<file path="src/rtl/decoder_rr_arbiter.sv">
// Round-robin arbiter sharing one 3-to-8 decoder among 8 requesters, with a dead cycle between grants.
// Optional forced release after MAX_HOLD cycles is enabled by defining ARB_TIMEOUT_EN.
module decoder_rr_arbiter #(
  parameter int unsigned MAX_HOLD = 16,
  parameter int unsigned CNT_W    = 8
) (
  input  logic       clk,
  input  logic       rst_n,
  input  logic [7:0] req,
  output logic       dec_en,
  output logic [2:0] dec_sel,
  output logic [7:0] gnt,
  output logic       busy,
  output logic       timeout
);

  if (MAX_HOLD < 1 || MAX_HOLD > 255 || (64'd1 << CNT_W) <= 64'(MAX_HOLD)) begin : g_bad_cfg
    $error("decoder_rr_arbiter: illegal MAX_HOLD/CNT_W combination");
  end

  typedef enum logic [1:0] {
    S_IDLE  = 2'd0,
    S_GRANT = 2'd1,
    S_GAP   = 2'd2
  } state_t;

  state_t     r_state;
  logic [2:0] r_last_idx;
  logic       w_found;
  logic [2:0] w_win;
  logic       w_hold_exp;

  // Rotating priority: search starts just past the last grantee, which is tried last.
  always_comb begin
    logic [2:0] idx;
    w_found = 1'b0;
    w_win   = 3'd0;
    idx     = 3'd0;
    for (int k = 1; k <= 8; k++) begin
      idx = r_last_idx + 3'(k);
      if (!w_found && req[idx]) begin
        w_found = 1'b1;
        w_win   = idx;
      end
    end
  end

`ifdef ARB_TIMEOUT_EN
  logic [CNT_W-1:0] r_cnt;
  assign w_hold_exp = (r_cnt == CNT_W'(MAX_HOLD));
`else
  assign w_hold_exp = 1'b0;
  assign timeout    = 1'b0;
`endif

  always_ff @(posedge clk or negedge rst_n) begin
    if (!rst_n) begin
      r_state    <= S_IDLE;
      r_last_idx <= 3'd7;
      dec_en     <= 1'b0;
      dec_sel    <= 3'd0;
      gnt        <= 8'h00;
      busy       <= 1'b0;
`ifdef ARB_TIMEOUT_EN
      r_cnt      <= '0;
      timeout    <= 1'b0;
`endif
    end else begin
`ifdef ARB_TIMEOUT_EN
      timeout <= 1'b0;
`endif
      case (r_state)
        S_IDLE, S_GAP: begin
          if (w_found) begin
            r_state <= S_GRANT;
            dec_en  <= 1'b1;
            dec_sel <= w_win;
            gnt     <= 8'h01 << w_win;
            busy    <= 1'b1;
`ifdef ARB_TIMEOUT_EN
            r_cnt   <= CNT_W'(1);
`endif
          end else begin
            r_state <= S_IDLE;
          end
        end
        S_GRANT: begin
          // A drop on the same edge as expiry is an ordinary release, so no timeout pulse.
          if (!req[dec_sel] || w_hold_exp) begin
            r_state    <= S_GAP;
            dec_en     <= 1'b0;
            gnt        <= 8'h00;
            busy       <= 1'b0;
            r_last_idx <= dec_sel;
`ifdef ARB_TIMEOUT_EN
            timeout    <= req[dec_sel];
`endif
          end
`ifdef ARB_TIMEOUT_EN
          else if (r_cnt != '1) begin
            r_cnt <= r_cnt + CNT_W'(1);
          end
`endif
        end
        default: begin
          r_state <= S_IDLE;
          dec_en  <= 1'b0;
          gnt     <= 8'h00;
          busy    <= 1'b0;
        end
      endcase
    end
  end

endmodule

</file>
<file path="config.mk">
export PLATFORM = sky130hd
export DESIGN_NAME = decoder_rr_arbiter
export DESIGN_NICKNAME = d
export VERILOG_FILES = /design/src/rtl/decoder_rr_arbiter.sv
export SDC_FILE = /design/constraint.sdc
export NUM_CORES = 1
export LEC_CHECK = 0
export CAP_MARGIN = 10
export CORE_UTILIZATION = 43
export CTS_CLUSTER_DIAMETER = 80
export DETAILED_ROUTE_END_ITERATION = 10
export PLACE_DENSITY_LB_ADDON = 0.1
export REMOVE_ABC_BUFFERS = 1
export SETUP_SLACK_MARGIN = 0.2
export SLEW_MARGIN = 20
export SYNTH_ARGS = -nofsm -noshare
export SYNTH_HDL_FRONTEND = slang
export SYNTH_SLANG_ARGS = --single-unit
export TNS_END_PERCENT = 10
</file>
<file path="constraint.sdc">
create_clock -name clk -period 4.1 [get_ports clk]
set_input_delay 0.82 -clock clk [delete_from_list [all_inputs] [get_ports clk]]
set_output_delay 0.82 -clock clk [all_outputs]
set_load 0.01 [all_outputs]
</file>
Word level (Yosys, flattened, before mapping)
Index checks and enable logic that the tools add are counted.
{"block": "op_classes", "order_cmp": 9, "reduce_logical": 19, "addsub": 7, "n_eq_ne": 4, "n_mux": 43, "bitwise": 1, "n_shift": 1}
{"operator": "$lt A3 B4 Y1 const B", "n": 9}
{"operator": "$bmux W1 S3", "n": 9}
{"operator": "$mux W3", "n": 8}
{"operator": "$mux W1", "n": 20}
{"operator": "$mux W8", "n": 2}
{"operator": "$pmux W8 S2", "n": 1}
{"operator": "$add A3 B3 Y3 const B", "n": 4}
{"operator": "$shl A1 B3 Y8 const A", "n": 1}
{"operator": "$logic_and A1 B1 Y1", "n": 7}
{"operator": "$logic_not A1 Y1", "n": 7}
{"operator": "$add A3 B2 Y3 const B", "n": 2}
{"operator": "$reduce_and A2 Y1", "n": 3}
{"operator": "$ne A2 B2 Y1 const B", "n": 2}
{"operator": "$pmux W2 S2", "n": 1}
{"operator": "$add A3 B1 Y3 const B", "n": 1}
{"operator": "$eq A2 B1 Y1 const B", "n": 1}
{"operator": "$eq A2 B2 Y1 const B", "n": 1}
{"operator": "$logic_not A2 Y1", "n": 1}
{"operator": "$mux W2", "n": 1}
{"operator": "$pmux W1 S2", "n": 1}
{"operator": "$reduce_or A2 Y1", "n": 1}
{"operator": "$not A1 Y1", "n": 1}
{"block": "totals", "inputBits": 10, "reg_bits": 17, "output_inout_bits": 14}

Longest topological paths before layout
Gate-level depths: netlist of run 1.
{"block": "depth", "ltp_word": 28, "mapped_depth": 15, "ltp_nobuf": 10}

Least setup slack after synthesis of run 1
OpenSTA, ideal clock, no wires.
{"block": "synth_path", "kind": "register to register", "start": "register r_last_idx[0]", "end": "register gnt[6]", "t_required_ns": 3.978, "stages_incl_launch_ff": 13, "arrival_ns": 3.206, "period_less_slack_ns": 3.328, "n_path_buf": 2, "slack_ns": 0.772, "setup_time_ns": 0.122, "cell_sequence": "dfstp_2 buf_6 bufinv_8 ha_1 buf_6 mux4_2 mux2_4 nor3_4 nor2_2 o22a_1 a211o_1 a32o_2 a32o_1"}
{"block": "synth_between", "elab_chain_cells": 28, "elab_cells_between_ends": 58, "cone_classes": "7 x add/sub; 1 x eq/ne; 1 x shift; 34 x mux; 15 x reduce/logical"}
{"element": "from (decl)", "line": "28", "rtl": "logic [2:0] r_last_idx;"}
{"element": "from (signal assigned)", "line": "94", "rtl": "r_last_idx <= dec_sel;"}
{"element": "$add A3 B1 Y3", "line": "40", "rtl": "idx = r_last_idx + 3'(k);"}
{"element": "$bmux W1 S3", "line": "41", "rtl": "if (!w_found && req[idx]) begin"}
{"element": "$mux W1 (implied by the code)", "line": "41"}
{"element": "$mux W1", "line": "41"}
{"element": "$logic_not A1 Y1", "line": "41"}
{"element": "$logic_and A1 B1 Y1", "line": "41"}
{"element": "$mux W1", "line": "41"}
{"element": "$logic_not A1 Y1", "line": "41"}
{"element": "[12 not listed]"}
{"element": "$logic_and A1 B1 Y1", "line": "41"}
{"element": "$mux W1", "line": "41"}
{"element": "$logic_not A1 Y1", "line": "41"}
{"element": "$logic_and A1 B1 Y1", "line": "41"}
{"element": "$mux W3", "line": "41"}
{"element": "$shl A1 B3 Y8", "line": "78", "rtl": "gnt <= 8'h01 << w_win;"}
{"element": "$mux W8", "line": "74", "rtl": "if (w_found) begin"}
{"element": "$pmux W8 S2", "line": "72", "rtl": "case (r_state)"}
{"element": "to (signal assigned)", "line": "78"}
{"element": "to (decl)", "line": "12", "rtl": "output logic [7:0] gnt,"}
Several ways; a longest one is shown, not always the timed one. The select of a mux whose other input is x is not followed.
A chain may end at the register's enable or synchronous reset.

Worst setup path in the final report of run 1
{"block": "layout_path", "start": "register r_last_idx[1]", "end": "register gnt[7]"}
Same word-level chain as after synthesis.

==> summary.md, run 1 <==
| Metric | Value |
|---|---|
| Pin count of the biggest net entering global routing | 18 |
| Min Tclk post-route | 3.64 ns |
| Met3 wire length | 193 um |
| Final hold violation count | 0 |
| Initial Utilization | 44.5% |
| Hold path start | gnt[1] |
| Synth warn | 0 |
| Global route overflow | 0 |
| R2r startpoint | r_last_idx[1] |
| Post-route DRC | 0 |
| Resize count post-CTS | 0 |
| Post-synthesis sequential area ratio | 24.1% |
| Met2 wire len | 2080 um |
| Via count | 1487 |
| Final setup viols | 0 |
| 1st-pass router iterations | 4 |
| Register Area | 429 um^2 |
| Synth area leaders | dfrtp_1 20%, mux4_2 13%, nand2_1 5.7% |
| Number of enable flip-flop cells after synthesis | 0 |
| Max Slew Vio Count | 0 |
| Unrepaired setup endpoints after global routing | false |
| HP Class | flip-flop to flip-flop |
| Critical Path AT | 3.78 ns |
| Critical path type | flip-flop to flip-flop |
| Gpl congestion | 0.896 |
| Setup Skew | 0.00199 ns |
| DP Worst Slack | 0.365 ns |
| Diodes inserted | 0 |
| Post-Syn Area | 1780 um^2 |
| Chip width | 66.3 um |
| Port bufs | 22 |
| H-Tree Level Count | 1 |
| Yosys cell types | 58 |
| Crit Reg-Reg Endpoint | gnt[7] |
| Worst Tran Pin Value | 0.755 ns |
| Row Count | 23 |
| Status | finished, final reports clean |
| Area grow syn2layout | 14.3% |
| Max Fclk | 274 MHz |
| Most numerous cell in the Yosys netlist | nand2_1 |
| DP Wirelength | 3160 um |
| WL final | 4180 um |
| Initial drt markers | 71 |
| Period utilization | 88.9% |
| Worst Slack Setup Final | 0.457 ns |
| Top cells by count, synth | 27 x nand2_1, 14 x dfrtp_1, 11 x nor2_1 |
| CTS tree | yes |
| Reg2reg path depth | 10 |
| Worst R2R Setup Slack | 0.46 ns |
| Layout Utilization | 50.9% |
| TNS Setup | 0 ns |
| Hold path cells | 2 |
| Post-DRT Antenna Nets | 0 |
| Post-DR vias/cell | 6.02 |
| Skew-Pair Late Insertion Delay | 0.25 ns |
| Top Metal Used | met4 |
| Nets | 210 |
| # clock sinks | 17 |
| Post-synth top area cell | dfrtp_1 |
| Synth top area share | 19.7% |
| Max cap viols | 0 |
| CTS clk-pin slew, worst paths | 0.06 ns |
| Postcts setup bufs | 0 |
| Number of global-route vias before repair | 1439 |
| Final non-filler cell area | 2030 um^2 |
| CTS max path bufs | 2 |
| Max-slew headroom | 49.5% |
| Crit path max fanout | 15 |
| CP Capture Type | flip-flop |
| Cells after Synth | 181 |
| Mean Syn Cell Area | 9.84 um^2 |
| Ports | 24 |
| Antenna violations before repair | 0 |
| Req. time, crit path | 4.24 ns |
| Multi-input logic area | 1240 um^2 |
| Async S/R FF share, synth | 100% |
| CTS hold repair buffers | 0 |
| Critical Path Start Type | flip-flop |
| Clk root buf | clkbuf_8 |
| Area after DPL | 1990 um^2 |
| Hold worst-path end | gnt[1] |
| Met1 wire length | 1910 um |
| Core area | 4000 um^2 |
| FF+latch count, synth | 17 |
| Share of cells above drive strength 1 | 17.3% |
| Prevailing post-synth register cell | dfrtp_1 |
| Global-route wire length before repair | 7000 um |
| Fill cells | 375 |
| Total GRT Usage | 20.9% |
| Total CTS buffers | 3 |
| Routed WL per cell | 16.9 um |
| Die ar. | 4400 um^2 |
| Die Height | 66.3 um |
-- placed cells by master (no fill, tap or decap), drive strengths merged, types with 3 or more instances in the layout --
cell type and n:
a21o 3, a21oi 8, a32o 6, and2 6, clkbuf 4, clkdlybuf4s50 22
dfrtp 14, dfstp 3, inv 4, mux2 4, mux2i 9, mux4 12
nand2 27, nand2b 5, nor2 12, nor2b 4, nor3 4, o21ai 10
o31ai 5
-- cell type report --
type	instances	area share, %
Multi-Input combinational cell	148	60.8
Clock buffer	4	2.21
Sequential cell	17	21.1
Timing Repair Buffer	23	11.2
Tap cell	50	3.08
Inverter	5	1.60
-- stage by stage --
stage / std cells / hold WS, ns
after floorplan: 170 / 0.517
after global placement: 243 / 0.463
after detailed placement: 243 / 0.472
after CTS: 247 / 0.488
after global routing: 247 / 0.520
final: 247 / 0.477
-- worst max-delay path by stage --
stage / slack (ns) / end / startpoint / cells after the start
finish: 0.46 / gnt[7] / r_last_idx[1] / 10
global route: 0.24 / gnt[2] / r_last_idx[1] / 10
CTS: 0.33 / gnt[2] / r_last_idx[1] / 10
detailed placement: 0.36 / gnt[2] / r_last_idx[1] / 10
global placement: 0.49 / gnt[4] / req[5] / 9
floorplan: 0.59 / gnt[6] / r_last_idx[0] / 10
-- registers in the layout (all words and copies together) (netlist names) --
| name | cells |
|---|---|
| busy | 1 |
| dec_sel | 3 |
| gnt | 8 |
| r_last_idx | 3 |
| r_state | 2 |
-- routing by layer --
metal  up-vias  GRT usage, %
met3         2          3.45
met4         0          3.72
met1       722          29.2
li1        718             -
met5         -             0
met2        45          34.3
-- worst max-delay path, cell delays in order (launching register included) --
cell	delay [ns]
dfstp_2	0.69
inv_1	0.15
ha_2	0.54
mux4_2	0.54
mux2_4	0.30
nor3_4	0.20
o211a_1	0.21
and2_1	0.29
a21oi_4	0.13
and2_1	0.20
a32o_1	0.27
-- logic make-up (layout without fill, tap and decap cells) --
family,count (synthesis),in the layout,share of synthesized area [%]
other,1,1,0.211
AO/OA/AOI/OAI,52,52,22.8
multiplexers,25,25,24.8
AND/OR/NAND/NOR,64,64,17.8
flip-flops,17,17,24.1
buffers and inverters,16,32,6.53
XOR/XNOR,4,4,2.39
adder cells (fa/ha/maj),2,2,1.41
Power of run 1 is left out: the tool's default activity adds up to more than one toggle a clock period on the data nets, which glitch-free logic cannot reach.
==> inputs of run 2 (changes only) <==
Settings changed: CELL_PAD_IN_SITES_DETAIL_PLACEMENT from default to 0, CELL_PAD_IN_SITES_GLOBAL_PLACEMENT from default to 2, CORE_UTILIZATION 43 to 35.
==> summary.md, run 2 (synthesis gave the netlist of run 1 again) <==
| Metric | Value |
|---|---|
| Status | finished, final reports clean |
| DP Wirelength | 3330 um (+5.2%) |
| Crit path max fanout | 15 (unchanged) |
| Family with the most delay on the worst path | multiplexers |
| Final hold violation count | 0 (unchanged) |
| Max Slew Vio Count | 0 (unchanged) |
| Core area | 4820 um^2 (+20%) |
| # clock sinks | 17 (unchanged) |
| Initial Utilization | 37.0% (-7.5 points) |
| CP Capture Type | flip-flop |
| CTS tree | yes |
| Routed WL per cell | 16.4 um (-3.5%) |
| Number of global-route vias before repair | 1390 (-3.4%) |
| Crit-path slowest cell | ha_1 |
| Highest cell delay on the worst timing path | 0.63 ns (-0.06 ns) |
| Nets | 211 (+0.48%) |
| Biggest register | gnt |
| HP Class | flip-flop to flip-flop |
| Critical path type | flip-flop to flip-flop |
| Gpl congestion | 0.805 (-10%) |
| Skew-Pair Late Insertion Delay | 0.25 ns (about the same) |
| CTS max path bufs | 2 (unchanged) |
| TNS Setup | 0 ns (unchanged) |
| Total CTS buffers | 3 (unchanged) |
| Period utilization | 89.0% (+0.16 points) |
| Max reg flops | 8 (unchanged) |
| H-Tree Level Count | 1 (unchanged) |
| Post-route DRC | 0 (unchanged) |
| Min Tclk post-route | 3.65 ns (+0.00638 ns) |
| Critical path, cell by cell | bufinv_8, ha_1, mux4_2, mux2_4, nor3_4, o211a_1, and2_1, a21oi_4, and2_1, a32o_1 |
| Global route overflow | 0 (unchanged) |
| Max Fclk | 274 MHz (-0.17%) |
| Area grow syn2layout | 15.7% |
| Critical Path Start Type | flip-flop |
| Max-slew headroom | 47.3% (-2.2 points) |
| Req. time, crit path | 4.24 ns (about the same) |
| Row Count | 25 (+8.7%) |
| Post-DRT Antenna Nets | 0 (unchanged) |
| Crit-path most repeated cell | and2_1 |
| Clk root buf | clkbuf_8 |
| Most common cell after layout, fill and taps aside | nand2_1 |
| Area after DPL | 2020 um^2 (+1.4%) |
| Resize count post-CTS | 0 (unchanged) |
| Worst Tran Pin Value | 0.788 ns (+0.0329 ns) |
| Pin count of the biggest net entering global routing | 18 (unchanged) |
| Biggest regs | gnt (8), dec_sel (3), r_last_idx (3) |
| 1st-pass router iterations | 4 (unchanged) |
| Share of cells above drive strength 1 | 17.2% (-0.087 points) |
| Global-route wire length before repair | 7040 um (+0.60%) |
| Most frequent cells in the layout | 27 x nand2_1, 22 x clkdlybuf4s50_1, 14 x dfrtp_1, 11 x nor2_1, 10 x mux4_2 |
| Port bufs | 22 (unchanged) |
| Chip width | 73.3 um (+11%) |
| Setup Skew | 0.00282 ns (+0.000824 ns) |
| Die Height | 73.3 um (+11%) |
| Worst R2R Setup Slack | 0.45 ns (about the same) |
| CTS hold repair buffers | 0 (unchanged) |
| Total GRT Usage | 17.1% (-3.8 points) |
| WL final | 4330 um (+3.6%) |
| Hold WS | 0.474 ns (-0.00286 ns) |
| Initial drt markers | 86 (+21%) |
| Final non-filler cell area | 2060 um^2 (+1.3%) |
| Diodes inserted | 0 (unchanged) |
| Post-DR vias/cell | 5.66 (-5.9%) |
| Ports | 24 (unchanged) |
| Critical Path AT | 3.79 ns (about the same) |
| Max cap viols | 0 (unchanged) |
| Unrepaired setup endpoints after global routing | false |
| Antenna violations before repair | 0 (unchanged) |
| Buf/Inv on CP | 1 (unchanged) |
| Die ar. | 5380 um^2 (+22%) |
| CTS clk-pin slew, worst paths | 0.07 ns (about the same) |
| Via count | 1501 (+0.94%) |
| Postcts setup bufs | 0 (unchanged) |
| Final setup viols | 0 (unchanged) |
-- run 2: cell types whose count changed in the layout (fill, tap and decap cells not counted) --
cell   before  now
buf_4       1    2
ha_1        1    2
ha_2        1    0
-- run 2: worst paths after layout --
| check | start | end | cells after the start |
|---|---|---|---|
| max | r_last_idx[0] | gnt[6] | 10 |
| min | gnt[1] | gnt[1] | 2 |
| max reg2reg | r_last_idx[0] | gnt[6] | 10 |
| min reg2reg | gnt[1] | gnt[1] | 2 |
| max in group asynchronous | rst_n | gnt[3] | 1 |
| min in group asynchronous | rst_n | gnt[2] | 1 |
-- run 2: worst register-to-register path, cell delays in order, from the launching register on --
cell and delay [ns]:
dfstp_2 0.53, bufinv_8 0.19, ha_1 0.63, mux4_2 0.56
mux2_4 0.30, nor3_4 0.22, o211a_1 0.21, and2_1 0.29
a21oi_4 0.14, and2_1 0.20, a32o_1 0.28
-- run 2: through the flow --
stage / std cells / util [%] / worst slack (ns)
6_report: 265 / 42.8 / 0.451
5_1_grt: 265 / 42.8 / 0.287
4_1_cts: 265 / 42.8 / 0.458
3_5_place_dp: 261 / 41.8 / 0.429
3_3_place_gp: 261 / 41.8 / 0.505
2_1_floorplan: 170 / - / 0.591
-- run 2: final cells by class --
type	instances	area (um^2)
fill	491	2760
clock buffer	4	45.0
timing repair buffer	24	235
sequential	17	429
tap	67	83.8
multi-input combinational	148	1230
inverter	5	32.5
-- run 2: metal layers --
layer  global-route usage, %  up-vias  routed length, um
met5                       0        -                  0
met4                    1.50        0                  0
met3                    3.43        0                194
met2                    27.4       44               2030
met1                    24.8      733               2110
li1                        -      724                  -
Power of run 2 is left out for the same reason.
==> inputs of run 3 (changes only) <==
Settings changed: CAP_MARGIN 10 to default, CTS_CLUSTER_SIZE from default to 12.
==> results of run 3 <==
The final DEF is identical to that of run 2; final timing and power are the same.
Power of run 3 is left out for the same reason.
